$ cat src/rtl/serial_adder_ctrl.sv
// serial_adder_ctrl: bit-serial adder scheduler.
// Time-shares one full-adder cell over two WIDTH-bit operands, one bit per
// clock, LSB first. Operands are captured on an accepted start, the carry is
// kept in a flip-flop between bit steps, and result bits enter the sum
// register at the MSB and shift right until the whole word has been built.
// Optional feature macro: SERIAL_ADDER_SUB_EN adds a 'sub' input. A start
// with sub=1 computes a - b by loading ~b and forcing the carry-in to 1.
module serial_adder_ctrl #(
  parameter int WIDTH = 8
) (
  input  logic             clk,
  input  logic             rst_n,
  input  logic             start,
  input  logic [WIDTH-1:0] a,
  input  logic [WIDTH-1:0] b,
  input  logic             cin,
`ifdef SERIAL_ADDER_SUB_EN
  input  logic             sub,
`endif
  output logic             ready,
  output logic             busy,
  output logic             done,
  output logic [WIDTH-1:0] sum,
  output logic             cout,
  output logic             overflow
);

  localparam int             CW   = $clog2(WIDTH);
  localparam logic [CW-1:0]  LAST = CW'(WIDTH - 1);

  typedef enum logic [1:0] {
    ST_IDLE = 2'd0,
    ST_RUN  = 2'd1,
    ST_DONE = 2'd2
  } state_e;

  state_e           state_q, state_d;
  logic [WIDTH-1:0] a_q, a_d;
  logic [WIDTH-1:0] b_q, b_d;
  logic [WIDTH-1:0] sum_q, sum_d;
  logic [CW-1:0]    cnt_q, cnt_d;
  logic             carry_q, carry_d;
  logic             cout_q, cout_d;
  logic             ovf_q, ovf_d;
  logic             sub_w;
  logic             fa_s, fa_c;

  // Subtract request; tied off when the feature is compiled out.
`ifdef SERIAL_ADDER_SUB_EN
  assign sub_w = sub;
`else
  assign sub_w = 1'b0;
`endif

  // The single shared full-adder cell, fed from the operand LSBs and the carry.
  assign fa_s = a_q[0] ^ b_q[0] ^ carry_q;
  assign fa_c = (a_q[0] & b_q[0]) | (a_q[0] & carry_q) | (b_q[0] & carry_q);

  // Next-state logic: capture on start, one bit step per cycle in RUN.
  always_comb begin
    // NOTE: every signal gets a default first so no path leaves it unassigned,
    // which would infer a latch; combinational logic uses blocking '='.
    state_d = state_q;
    a_d     = a_q;
    b_d     = b_q;
    sum_d   = sum_q;
    cnt_d   = cnt_q;
    carry_d = carry_q;
    cout_d  = cout_q;
    ovf_d   = ovf_q;

    case (state_q)
      ST_IDLE: begin
        if (start) begin
          a_d     = a;
          b_d     = sub_w ? ~b : b;
          carry_d = sub_w ? 1'b1 : cin;
          cnt_d   = '0;
          sum_d   = '0;
          cout_d  = 1'b0;
          ovf_d   = 1'b0;
          state_d = ST_RUN;
        end
      end

      ST_RUN: begin
        a_d     = a_q >> 1;
        b_d     = b_q >> 1;
        sum_d   = {fa_s, sum_q[WIDTH-1:1]};
        carry_d = fa_c;
        if (cnt_q == LAST) begin
          // Last bit: carry_q is the carry into the MSB, fa_c the carry out.
          cout_d  = fa_c;
          ovf_d   = carry_q ^ fa_c;
          state_d = ST_DONE;
        end else begin
          cnt_d = cnt_q + 1'b1;
        end
      end

      ST_DONE: begin
        state_d = ST_IDLE;
      end

      default: begin
        state_d = ST_IDLE;
      end
    endcase
  end

  // State and datapath registers; reset clears everything and aborts a run.
  always_ff @(posedge clk or negedge rst_n) begin
    // NOTE: sequential state uses non-blocking '<=' so all registers update
    // together from values sampled at the same edge.
    if (!rst_n) begin
      state_q <= ST_IDLE;
      a_q     <= '0;
      b_q     <= '0;
      sum_q   <= '0;
      cnt_q   <= '0;
      carry_q <= 1'b0;
      cout_q  <= 1'b0;
      ovf_q   <= 1'b0;
    end else begin
      state_q <= state_d;
      a_q     <= a_d;
      b_q     <= b_d;
      sum_q   <= sum_d;
      cnt_q   <= cnt_d;
      carry_q <= carry_d;
      cout_q  <= cout_d;
      ovf_q   <= ovf_d;
    end
  end

  // Outputs are registers or decodes of the state register only.
  assign ready    = (state_q == ST_IDLE);
  assign busy     = (state_q == ST_RUN) || (state_q == ST_DONE);
  assign done     = (state_q == ST_DONE);
  assign sum      = sum_q;
  assign cout     = cout_q;
  assign overflow = ovf_q;

endmodule
$ cat config.mk
export PLATFORM = sky130hd
export DESIGN_NAME = serial_adder_ctrl
export DESIGN_NICKNAME = d
export VERILOG_FILES = /design/src/rtl/serial_adder_ctrl.sv
export SDC_FILE = /design/constraint.sdc
export NUM_CORES = 1
export LEC_CHECK = 0
export CORE_MARGIN = 1
export CORE_UTILIZATION = 55
export DETAILED_ROUTE_END_ITERATION = 8
export DONT_BUFFER_PORTS = 1
export PLACE_DENSITY = 0.69
export RECOVER_POWER = 25
export SLEW_MARGIN = 20
export SYNTH_ARGS = -nofsm -noshare
export SYNTH_HDL_FRONTEND = slang
export SYNTH_SLANG_ARGS = --single-unit
export TNS_END_PERCENT = 50
$ cat constraint.sdc
create_clock -name clk -period 2.1 [get_ports clk]
set_input_delay 0.42 -clock clk [delete_from_list [all_inputs] [get_ports clk]]
set_output_delay 0.42 -clock clk [all_outputs]
set_load 0.1 [all_outputs]
==> results.yml, run 1 <==
grt:
  grt_util_all_layers: 0.207
  grt_pass1_vias: 970
  grt.overflow.total: 0
  antenna_found_initial: 0
  grt_first_pass_wirelength_mm: 4.11
  grt_max_degree: 33
placed_design:
  port_buffers: 0
  hpwl_mm: 1.90
  place_congestion: 0.730
floorplanning:
  dieArea_um2: 2960
  pin_count: 33
  placementRows: 18
  core_area_um2: 2540
  die_w_um: 54.4
  start_util: 0.594
  die_h_um: 54.4
synthesis:
  syn-num-nets: 163
  yosysMostFrequentCell: "dfrtp_1"
  async_flop_share: 1.00
  synth_cells: 137
  synth_top_cell_by_area: "dfrtp_1"
  postSynthAreaPerCell_um2: 11.0
  synth.distinct_cells: 25
  synth_edf_count: 0
  synth_top_area_share: 0.529
  synth.area.top_cells: "dfrtp_1 53%, mux2i_1 11%, a22o_1 6.4%, o21ai_1 5.6%, nand2_1 5.5%"
  yosys_register_bits: 32
  seq_area_frac_synth: 0.529
  synth_common_cells: "32 x dfrtp_1, 22 x nand2_1, 17 x o21ai_1, 16 x mux2i_1, 11 x a22o_1"
  ys_warn_count: 0
  syn_area_um2: 1510
  synth-main-ff-cell: "dfrtp_1"
clock_tree:
  postCtsSetupBuffers: 0
  clock_path_buffers: 2
  cts_sinks: 32
  cts.htree.levels: 2
  numCtsBuffers: 5
  clkLatencyLatePin_ns: 0.34
  cts_tree: "yes"
  cts_root_buffer: "clkbuf_4"
  clkTransAtPathRegs_ns: 0.10
drt:
  drc: 0
  initialDrtViolationCount: 13
  vias: 1056
  wl_per_cell_um: 14.4
  final_antenna_net_count: 0
  drt_wl_total_mm: 2.63
  viasPerCell: 5.77
  first_pass_iters: 4
timing:
  finalMaxSlewViolations: 0
  setup_tns_ns: 0
  fin_skew_ns: 0.00904
  grt_setup_unrepaired: "false"
  worst_slew_pin_slew_ns: 0.546
  fmax_mhz: 532
  relSlewSlack: 0.635
  finalCriticalPeriod_ns: 1.88
  finalSetupViolCount: 0
  hold_violations: 0
  timing.final.crit_share: 0.894
critical_path:
  r2r_slack_ns: 0.36
  arrival_ns: 1.46
  required_ns: 1.68
  crit_fanout: 3
  cp-end-kind: "primary output"
  path_class: "register to primary output"
  r2r_cells: 5
  cp-start-kind: "register"
finish:
  area_growth_pct: 15.3
  fin_nets: 178
  n_antenna_cell: 0
  drive_gt1_frac: 0.183
min_path:
  holdPathStages: 2
  hold_path.class: "input pin to register"
run:
  maxCapViolCount: 0
status:
  status: "completed"
## worst max-delay path, stage by stage (launching register included)
cell and delay, ns:
dfrtp_1 0.39, inv_1 0.08, ha_2 0.65
## area by class of cell
| type | count | area (um2) |
|---|---|---|
| flip-flops and latches | 32 | 801 |
| fillers | 193 | 801 |
| multi-input cells | 93 | 656 |
| repair buffers | 18 | 163 |
| clock inverters | 3 | 42.5 |
| clock buffers | 5 | 37.5 |
| well taps | 30 | 37.5 |
| inverters | 2 | 7.51 |
## timing repair
action	4_1_cts	5_1_grt
gates resized for setup	0	0
hold endpoints to repair	32	0
hold buffers	2	0
## state kept, by name, indices dropped and copies added, names as in the netlist
register and cells:
a_q 8, b_q 8, sum 8, cnt_q 3, state_q 2, carry_q 1, cout 1, overflow 1
## worst paths after layout
path	startpoint	endpoint
worst min-delay path	a[7]	a_q[7]
worst max register to register	state_q[1]	cnt_q[0]
min in group asynchronous	rst_n	sum[0]
worst max-delay path	state_q[1]	busy
worst min register to register	a_q[7]	a_q[7]
max in group asynchronous	rst_n	cnt_q[0]
## layer usage
metal	track usage	up-vias	wire, um
met5	0	-	0
met3	0.0694	8	141
li1	-	505	-
met1	0.242	517	1180
met2	0.325	26	1250
met4	0.128	0	61
## cells by family after synthesis
group / count (synthesis) / synth area share
buffers and inverters: 12 / 0.0471
XOR/XNOR: 1 / 0.00579
flip-flops: 32 / 0.529
multiplexers: 16 / 0.106
AND/OR/NAND/NOR: 34 / 0.103
AO/OA/AOI/OAI: 36 / 0.155
adder cells (fa/ha/maj): 6 / 0.0546
## placed cells by master (no fill, tap or decap), types with 2 or more instances in the layout
| master | netlist | layout |
|---|---|---|
| ha_1 | 5 | 4 |
| o21ai_0 | 3 | 3 |
| buf_12 | 0 | 2 |
| mux2i_1 | 16 | 15 |
| dfrtp_1 | 32 | 32 |
| o21ai_1 | 17 | 17 |
| nand2b_1 | 5 | 5 |
| buf_4 | 1 | 15 |
| inv_1 | 2 | 2 |
| nand2_1 | 22 | 22 |
| a22o_1 | 11 | 11 |
| clkbuf_4 | 0 | 5 |
| nor2b_1 | 3 | 3 |
## through the flow
step	std cells	setup WS (ns)	utilization	cell area [um2]	hold WS, ns
CTS	183	0.204	0.685	1740	0.206
global route	183	0.155	0.685	1740	0.219
finish	183	0.222	0.685	1740	0.213
global placement	173	0.468	0.642	1630	0.125
detailed placement	173	0.382	0.642	1630	0.125
floorplan	137	0.266	-	1520	0.124
Power of run 1 is left out: the tool's default activity adds up to more than one toggle a clock period on the data nets, which glitch-free logic cannot reach.
==> run 2: changes to the inputs <==
--- a/config.mk
+++ b/config.mk
@@ -6,10 +6,10 @@
 export NUM_CORES = 1
 export LEC_CHECK = 0
 export CORE_MARGIN = 1
-export CORE_UTILIZATION = 55
+export CORE_UTILIZATION = 45
 export DETAILED_ROUTE_END_ITERATION = 8
 export DONT_BUFFER_PORTS = 1
-export PLACE_DENSITY = 0.69
+export PLACE_DENSITY = 0.59
 export RECOVER_POWER = 25
 export SLEW_MARGIN = 20
 export SYNTH_ARGS = -nofsm -noshare
==> run 2 against run 1 <==
  * Die area increased by 21%
  * Via count decreased by 0.95%
  * Clock skew increased by 0.00070 ns
  * Highest routed layer unchanged
  * Worst hold slack improved by 0.013 ns
==> results.yml, run 2 (synthesized netlist as in run 1, its figures left out) <==
status:
  status: "completed"
clock_tree:
  clkLatencyLatePin_ns: 0.33
  cts_sinks: 32
  cts_root_buffer: "clkbuf_4"
  postCtsSetupBuffers: 0
  clkTransAtPathRegs_ns: 0.10
  cts.repair.resized: 0
  cts_tree: "yes"
  clock_path_buffers: 2
  cts.htree.levels: 2
  hold_buffers: 2
  numCtsBuffers: 5
placed_design:
  place_congestion: 0.681
  hpwl_mm: 1.84
  port_buffers: 0
timing:
  finalSetupViolCount: 0
  grt_setup_unrepaired: "false"
  finalMaxSlewViolations: 0
  relSlewSlack: 0.476
  setup_tns_ns: 0
  fmax_mhz: 538
  timing.final.crit_share: 0.884
  finalCriticalPeriod_ns: 1.86
  hold_violations: 0
  fin_skew_ns: 0.00974
  worst_slew_pin_slew_ns: 0.786
critical_path:
  required_ns: 1.68
  path_class: "register to primary output"
  r2r_slack_ns: 0.44
  crit_fanout: 3
  worstSetupPathDepth: 2
  regToRegEndpoint: "cnt_q[1]"
  cp-end-kind: "primary output"
  worst-path-buf-inv: 1
  max_stage_delay_ns: 0.65
  rr_startpoint: "state_q[1]"
  r2r_cells: 5
  cp-start-kind: "register"
  cp_top_family: "adder cells"
  crit_path_top_delay_cell: "ha_2"
  arrival_ns: 1.44
  cp_cell_sequence: "inv_1 > ha_2"
grt:
  grt_util_all_layers: 0.191
  antenna_found_initial: 0
  grt_max_degree: 34
  grt_first_pass_wirelength_mm: 4.90
  grt.overflow.total: 0
  grt_pass1_vias: 1091
finish:
  n_antenna_cell: 0
  drive_gt1_frac: 0.188
  multiInputGateArea_um2: 656
  layout_common_cells: "32 x dfrtp_1, 22 x nand2_1, 17 x o21ai_1, 16 x buf_4, 15 x mux2i_1"
  area_growth_pct: 16.0
  fillCellCount: 266
  final_common_cell: "dfrtp_1"
  seq_area_um2: 801
  fin_nets: 179
drt:
  wl_per_cell_um: 13.5
  drc: 0
  vias: 1046
  first_pass_iters: 4
  final_antenna_net_count: 0
  initialDrtViolationCount: 32
  drt_wl_total_mm: 2.67
  viasPerCell: 5.28
floorplanning:
  die_h_um: 60.0
  dieArea_um2: 3600
  placementRows: 20
  start_util: 0.484
  core_area_um2: 3130
  pin_count: 33
  die_w_um: 60.0
min_path:
  holdPathStages: 2
  hold_path.class: "input pin to register"
  whs_endpoint: "a_q[7]"
  hp-start: "a[7]"
run:
  maxCapViolCount: 0
-- run 2: changes by cell type in the layout (fill, tap and decap cells not counted), sizes merged --
cell | before | now
clkbuf | 5 | 6
-- run 2: worst max-delay path by stage --
| stage | from | to | slack [ns] |
|---|---|---|---|
| 5_1_grt | state_q[1] | busy | 0.17 |
| 3_5_place_dp | state_q[1] | a_q[1] | 0.45 |
| 6_report | state_q[1] | busy | 0.24 |
| 2_1_floorplan | state_q[0] | overflow | 0.27 |
| 4_1_cts | state_q[1] | busy | 0.23 |
| 3_3_place_gp | state_q[1] | cnt_q[1] | 0.51 |
-- run 2: metrics by stage --
| step | hold WS [ns] | setup WS [ns] | area [um2] | util | cells |
|---|---|---|---|---|---|
| after detailed placement | 0.125 | 0.447 | 1660 | 0.530 | 188 |
| after global routing | 0.204 | 0.168 | 1750 | 0.561 | 198 |
| after CTS | 0.211 | 0.229 | 1770 | 0.566 | 198 |
| after floorplan | 0.124 | 0.266 | 1520 | - | 137 |
| final | 0.226 | 0.243 | 1750 | 0.561 | 198 |
| after global placement | 0.125 | 0.515 | 1660 | 0.530 | 188 |
-- run 2: layout make-up --
class / instances / area share
Clock buffer: 5 / 0.0214
Clock inverter: 3 / 0.0243
Inverter: 2 / 0.00428
Multi-Input combinational cell: 93 / 0.374
Sequential cell: 32 / 0.456
Tap cell: 44 / 0.0314
Timing Repair Buffer: 19 / 0.0884
-- run 2: layer usage --
layer	GRT usage	share of wire
met2	0.289	0.46
met4	0.0698	0.016
met3	0.0844	0.055
met1	0.243	0.46
met5	0	0
Power of run 2 is left out for the same reason.
==> edit 1: new RTL, flow settings as in run 1 <==
Build with the macro `SERIAL_ADDER_SUB_EN` defined.
--- a/src/rtl/serial_adder_ctrl.sv
+++ b/src/rtl/serial_adder_ctrl.sv
@@ -5,6 +5,8 @@
 // register at the MSB and shift right until the whole word has been built.
 // Optional feature macro: SERIAL_ADDER_SUB_EN adds a 'sub' input. A start
 // with sub=1 computes a - b by loading ~b and forcing the carry-in to 1.
+`define SERIAL_ADDER_SUB_EN
+
 module serial_adder_ctrl #(
   parameter int WIDTH = 8
 ) (
Interface: changed (added sub); port bits go from 33 to 34. No check against the original RTL was run, so the function may have changed too.
==> edit 1 against run 1 <==
Sequential cell count unchanged; cell area increased by 1.9%; core utilization decreased by 4.7 points; routed wire length increased by 8.8%; area after synthesis increased by 7.2%; count of clock-buffer cells in the layout increased by 1; worst setup slack improved by 14 ps.
Power is left out: the tool's default activity adds up to more than one toggle a clock period on the data nets, which glitch-free logic cannot reach.
==> edit 1: results (changes against run 1) <==
status:
  status: "completed"
logic_synthesis:
  yosysUniqueCellTypes: 30  # +20%
  ys_seq_area_share_pct: 49.38  # -3.6 points
  yosysTopAreaCell: "dfrtp_1"
  synth_warnings: 0  # unchanged
  synthTopCellsByCount: "dfrtp_1 (32), nand2_1 (21), o21ai_1 (19)"
  synth_area_leaders: "dfrtp_1 (49%), mux2i_1 (8.6%), a22o_1 (6.5%)"
  syn-instance-count: 148  # +8.0%
  syn_nets: 175  # +7.4%
  async_flop_share_pct: 100.0  # unchanged
global_routing:
  antenna_found_initial: 0  # unchanged
  grt_pass1_wl_um: 4940  # +20%
  grt_max_degree: 33  # unchanged
  groute.usage.overall_pct: 20.44  # -0.26 points
  grt_pass1_vias: 1112  # +15%
cts:
  clk_pin_slew_worst_paths_ps: 90
  clockRootBuffer: "clkbuf_4"
  clockBufferDepth: 2  # unchanged
  post_cts_buffers: 0  # unchanged
  htree_levels: 2  # unchanged
  clk_latency_ps: 330
  cts_made_buffers: 5  # unchanged
  cts_resized: 0  # unchanged
worst_setup_path:
  crit_slowest_cell: "ha_2"
  cp_top_family: "adder cells"
  cp_max_fo: 3  # unchanged
  slowest_delay_ps: 650  # about the same
timing:
  finClkSkew_ps: 8.801  # -0.2356 ps
  relSlewSlack_pct: 48.29  # -15 points
placed_design:
  pre_cts_ws_ps: 316.6  # -65.31 ps
  portBuffers: 0  # unchanged
  place_hpwl_um: 1996  # +5.2%
  place.gp.congestion: 0.6976  # -4.5%
routing:
  avgRoutedWirePerCell_um: 14.82  # +3.1%
  drtAntennaViolNets: 0  # unchanged
  drt_iter0_drc: 31  # +18
  vias: 1090  # +3.2%
  routed_wl_um: 2861  # +8.8%
  drt_first_pass_iters: 4  # unchanged
hold_path:
  hold_path_class: "in -> reg"
cells_and_area:
  diodes: 0  # unchanged
  drive_gt1_share_pct: 15.43  # -2.9 points
==> edit 1: changes by cell type after synthesis, sizes merged, moves of 2 or more <==
| cell | change |
|---|---|
| buf | -2 |
| inv | +3 |
| xor2 | +7 |
| nor2 | +3 |
==> edit 1: kinds of logic after synthesis <==
| kind of cell | count (synthesis) | share of synthesized area [%] |
|---|---|---|
| AOI/OAI and AO/OA | 37 | 14.89 |
| xor gates and xnor gates | 9 | 4.861 |
| adders and majority gates | 6 | 5.093 |
| buffers and inverters | 14 | 5.169 |
| DFF | 32 | 49.38 |
| muxes | 15 | 10.03 |
| and+or+nand+nor | 35 | 10.57 |
==> edit 1: stage by stage <==
stage               instance area, sq um  hold WS (ps)
finish                              1777         224.0
floorplan                           1624         124.4
global route                        1777         219.7
CTS                                 1792         217.8
global placement                    1715         125.2
detailed placement                  1715         125.1
==> edit 1: timing repair <==
item                                    4_1_cts  5_1_grt
endpoints found under the setup margin        0        0
endpoints found under the hold margin        32        0
hold buffers                                  2        0
==> edit 1: metal layers <==
layer | GRT usage [%] | share of wire, % | vias to the layer above
met2 | 31.80 | 47 | 29
met5 | 0 | 0 | -
met3 | 6.682 | 5.3 | 6
li1 | - | - | 540
met4 | 7.317 | 1.5 | 0
met1 | 26.93 | 46 | 515
==> edit 1: final timing paths <==
| path | from | end | slack (ps) | cells past startpoint |
|---|---|---|---|---|
| min in group asynchronous | rst_n | sum[4] | 680 | 2 |
| hold reg to reg | b_q[7] | b_q[7] | 480 | 2 |
| hold / removal | a[7] | a_q[7] | 220 | 2 |
| setup reg to reg | state_q[0] | cout | 310 | 6 |
| setup / recovery | state_q[1] | busy | 240 | 2 |
| max in group asynchronous | rst_n | b_q[4] | 920 | 2 |
==> edit 1: area by class of cell <==
type                            instances  area, sq um
Timing Repair Buffer                   16        132.6
Clock buffer                            6        41.29
Tap cell                               31        38.79
Fill cell                             230         1005
Inverter                                5        18.77
Multi-Input combinational cell        102        739.5
Clock inverter                          1        5.005
Sequential cell                        32        800.8
==> edit 2: new RTL, settings of run 1 <==
Without the edit above. Reset style: synchronous (`rst_n`), changed in one clocked block.
--- a/src/rtl/serial_adder_ctrl.sv
+++ b/src/rtl/serial_adder_ctrl.sv
@@ -109,7 +109,7 @@
   end
 
   // State and datapath registers; reset clears everything and aborts a run.
-  always_ff @(posedge clk or negedge rst_n) begin
+  always_ff @(posedge clk) begin
     // NOTE: sequential state uses non-blocking '<=' so all registers update
     // together from values sampled at the same edge.
     if (!rst_n) begin
Function: differs if rst_n is asserted again (counterexample within 4 cycles, from zero or initial values and one cycle with rst_n low); with rst_n held inactive, the same outputs for 10 cycles.
==> edit 2 against run 1 <==
Worst setup slack improved by 22 ps; routed wire length rose by 1.6%; final cell count rose by 2.7%; sequential cell count did not move; area after synthesis fell by 2.2%; cell area fell by 8.0%; count of clock-buffer cells in the layout rose by 1; clock skew fell by 1.6 ps.
==> edit 2: results (changes against run 1) <==
logic_synthesis:
  syn_nets: 171  # +4.9%
  synthTopCellsByCount: "dfxtp_1 (32), nor2_1 (23), mux2i_1 (16)"
  ys_seq_area_share_pct: 43.32  # -9.6 points
  synth_area_leaders: "dfxtp_1 (43%), a211oi_2 (11%), mux2i_1 (11%)"
  async_flop_share_pct: 0  # -100 points
  yosysUniqueCellTypes: 28  # +12%
global_routing:
  grtUsageMet1_pct: 25.61  # +1.4 points
  grt_use_met3_pct: 7.345  # +0.40 points
  antenna_found_initial: 0  # unchanged
  grt_pass1_wl_um: 4395  # +7.1%
  grt_max_degree: 35  # +6.1%
  grtUsageMet2_pct: 34.98  # +2.5 points
  groute.usage.overall_pct: 21.47  # +0.78 points
  grt_pass1_vias: 1013  # +4.4%
cells_and_area:
  drive_gt1_share_pct: 24.68  # +6.4 points
  nets: 183  # +2.8%
  diodes: 0  # unchanged
routing:
  wl_met2_um: 1256  # +0.64%
  wl_met1_um: 1214  # +3.0%
  viasPerCell: 5.872  # +1.8%
  drt_first_pass_iters: 4  # unchanged
  drt_iter0_drc: 19  # +6
  routed_wl_um: 2672  # +1.6%
  route.met3.wl_um: 168  # +19%
  maxUsedRoutingLayer: "met4"
cts:
  htree_levels: 2  # unchanged
  clockRootBuffer: "clkbuf_4"
  clockBufferDepth: 2  # unchanged
  cts_made_buffers: 5  # unchanged
  cts_resized: 0  # unchanged
  post_cts_buffers: 0  # unchanged
  clk_pin_slew_worst_paths_ps: 90
timing:
  finClkSkew_ps: 7.402  # -1.634 ps
  relSlewSlack_pct: 60.89  # -2.6 points
worst_setup_path:
  slowest_delay_ps: 660
  cp_top_family: "adder cells"
  crit_arrival_ps: 1440  # -20 ps
  crit_slowest_cell: "ha_2"
placed_design:
  place_hpwl_um: 1861  # -1.9%
  portBuffers: 0  # unchanged
  place.gp.congestion: 0.7857  # +7.6%
  placed_area_sq_um: 1573  # -3.8%
hold_path:
  hold_path_class: "in -> reg"
pwr:
  leakage_nw: 0.6240
  ir_worst_vdd_mv: 0.4939
status:
  status: "completed"
## edit 2: cell types whose count changed in the layout (fill, tap and decap cells not counted), sizes merged, moves of 12 or more
cell	change
a211oi	+16
buf	-13
clkbuf	+12
dfrtp	-32
dfxtp	+32
nand2	-16
nor2	+22
o21ai	-17
## edit 2: cells by family after synthesis
group	Yosys count	share of synthesized area, %
buffers and inverters	14	4.991
AND/OR/NAND/NOR	39	11.34
adder cells (fa/ha/maj)	6	5.584
multiplexers	17	11.84
AO/OA/AOI/OAI	36	22.34
XOR/XNOR	1	0.5923
flip-flops	32	43.32
## edit 2: final timing paths
kind | from | to | slack [ps] | cells after the start
max reg2reg | state_q[1] | cnt_q[2] | 390 | 5
min reg2reg | b_q[7] | b_q[7] | 480 | 2
min | rst_n | cnt_q[0] | 240 | 1
max | state_q[1] | busy | 240 | 2
## edit 2: per-stage QoR
step	std cells	hold WS, ps	utilization (%)	power, mW	setup slack (ps)
after floorplan	145	431.6	-	0.9296	315.1
after global placement	180	451.0	62.91	0.9531	506.8
after detailed placement	180	461.0	62.91	0.9634	416.6
after CTS	188	241.8	65.37	1.321	252.2
after global routing	188	226.5	64.21	1.382	203.5
final	188	243.0	64.21	1.308	243.9
## edit 2: final cells by class
type / instances / area [sq um]
Clock buffer: 6 / 51.30
Multi-Input combinational cell: 99 / 767.0
Clock inverter: 2 / 10.01
Timing Repair Buffer: 15 / 83.83
Sequential cell: 32 / 640.6
Inverter: 4 / 15.01
Fill cell: 220 / 894.6
Tap cell: 30 / 37.54
## edit 2: report_power, final
group          internal, mW  switching, mW  total (mW)  leakage (nW)
Combinational        0.0948          0.177       0.272         0.324
Clock                 0.159          0.204       0.363        0.0380
Sequential            0.649         0.0248       0.674         0.262
Total                 0.903          0.405        1.31         0.624
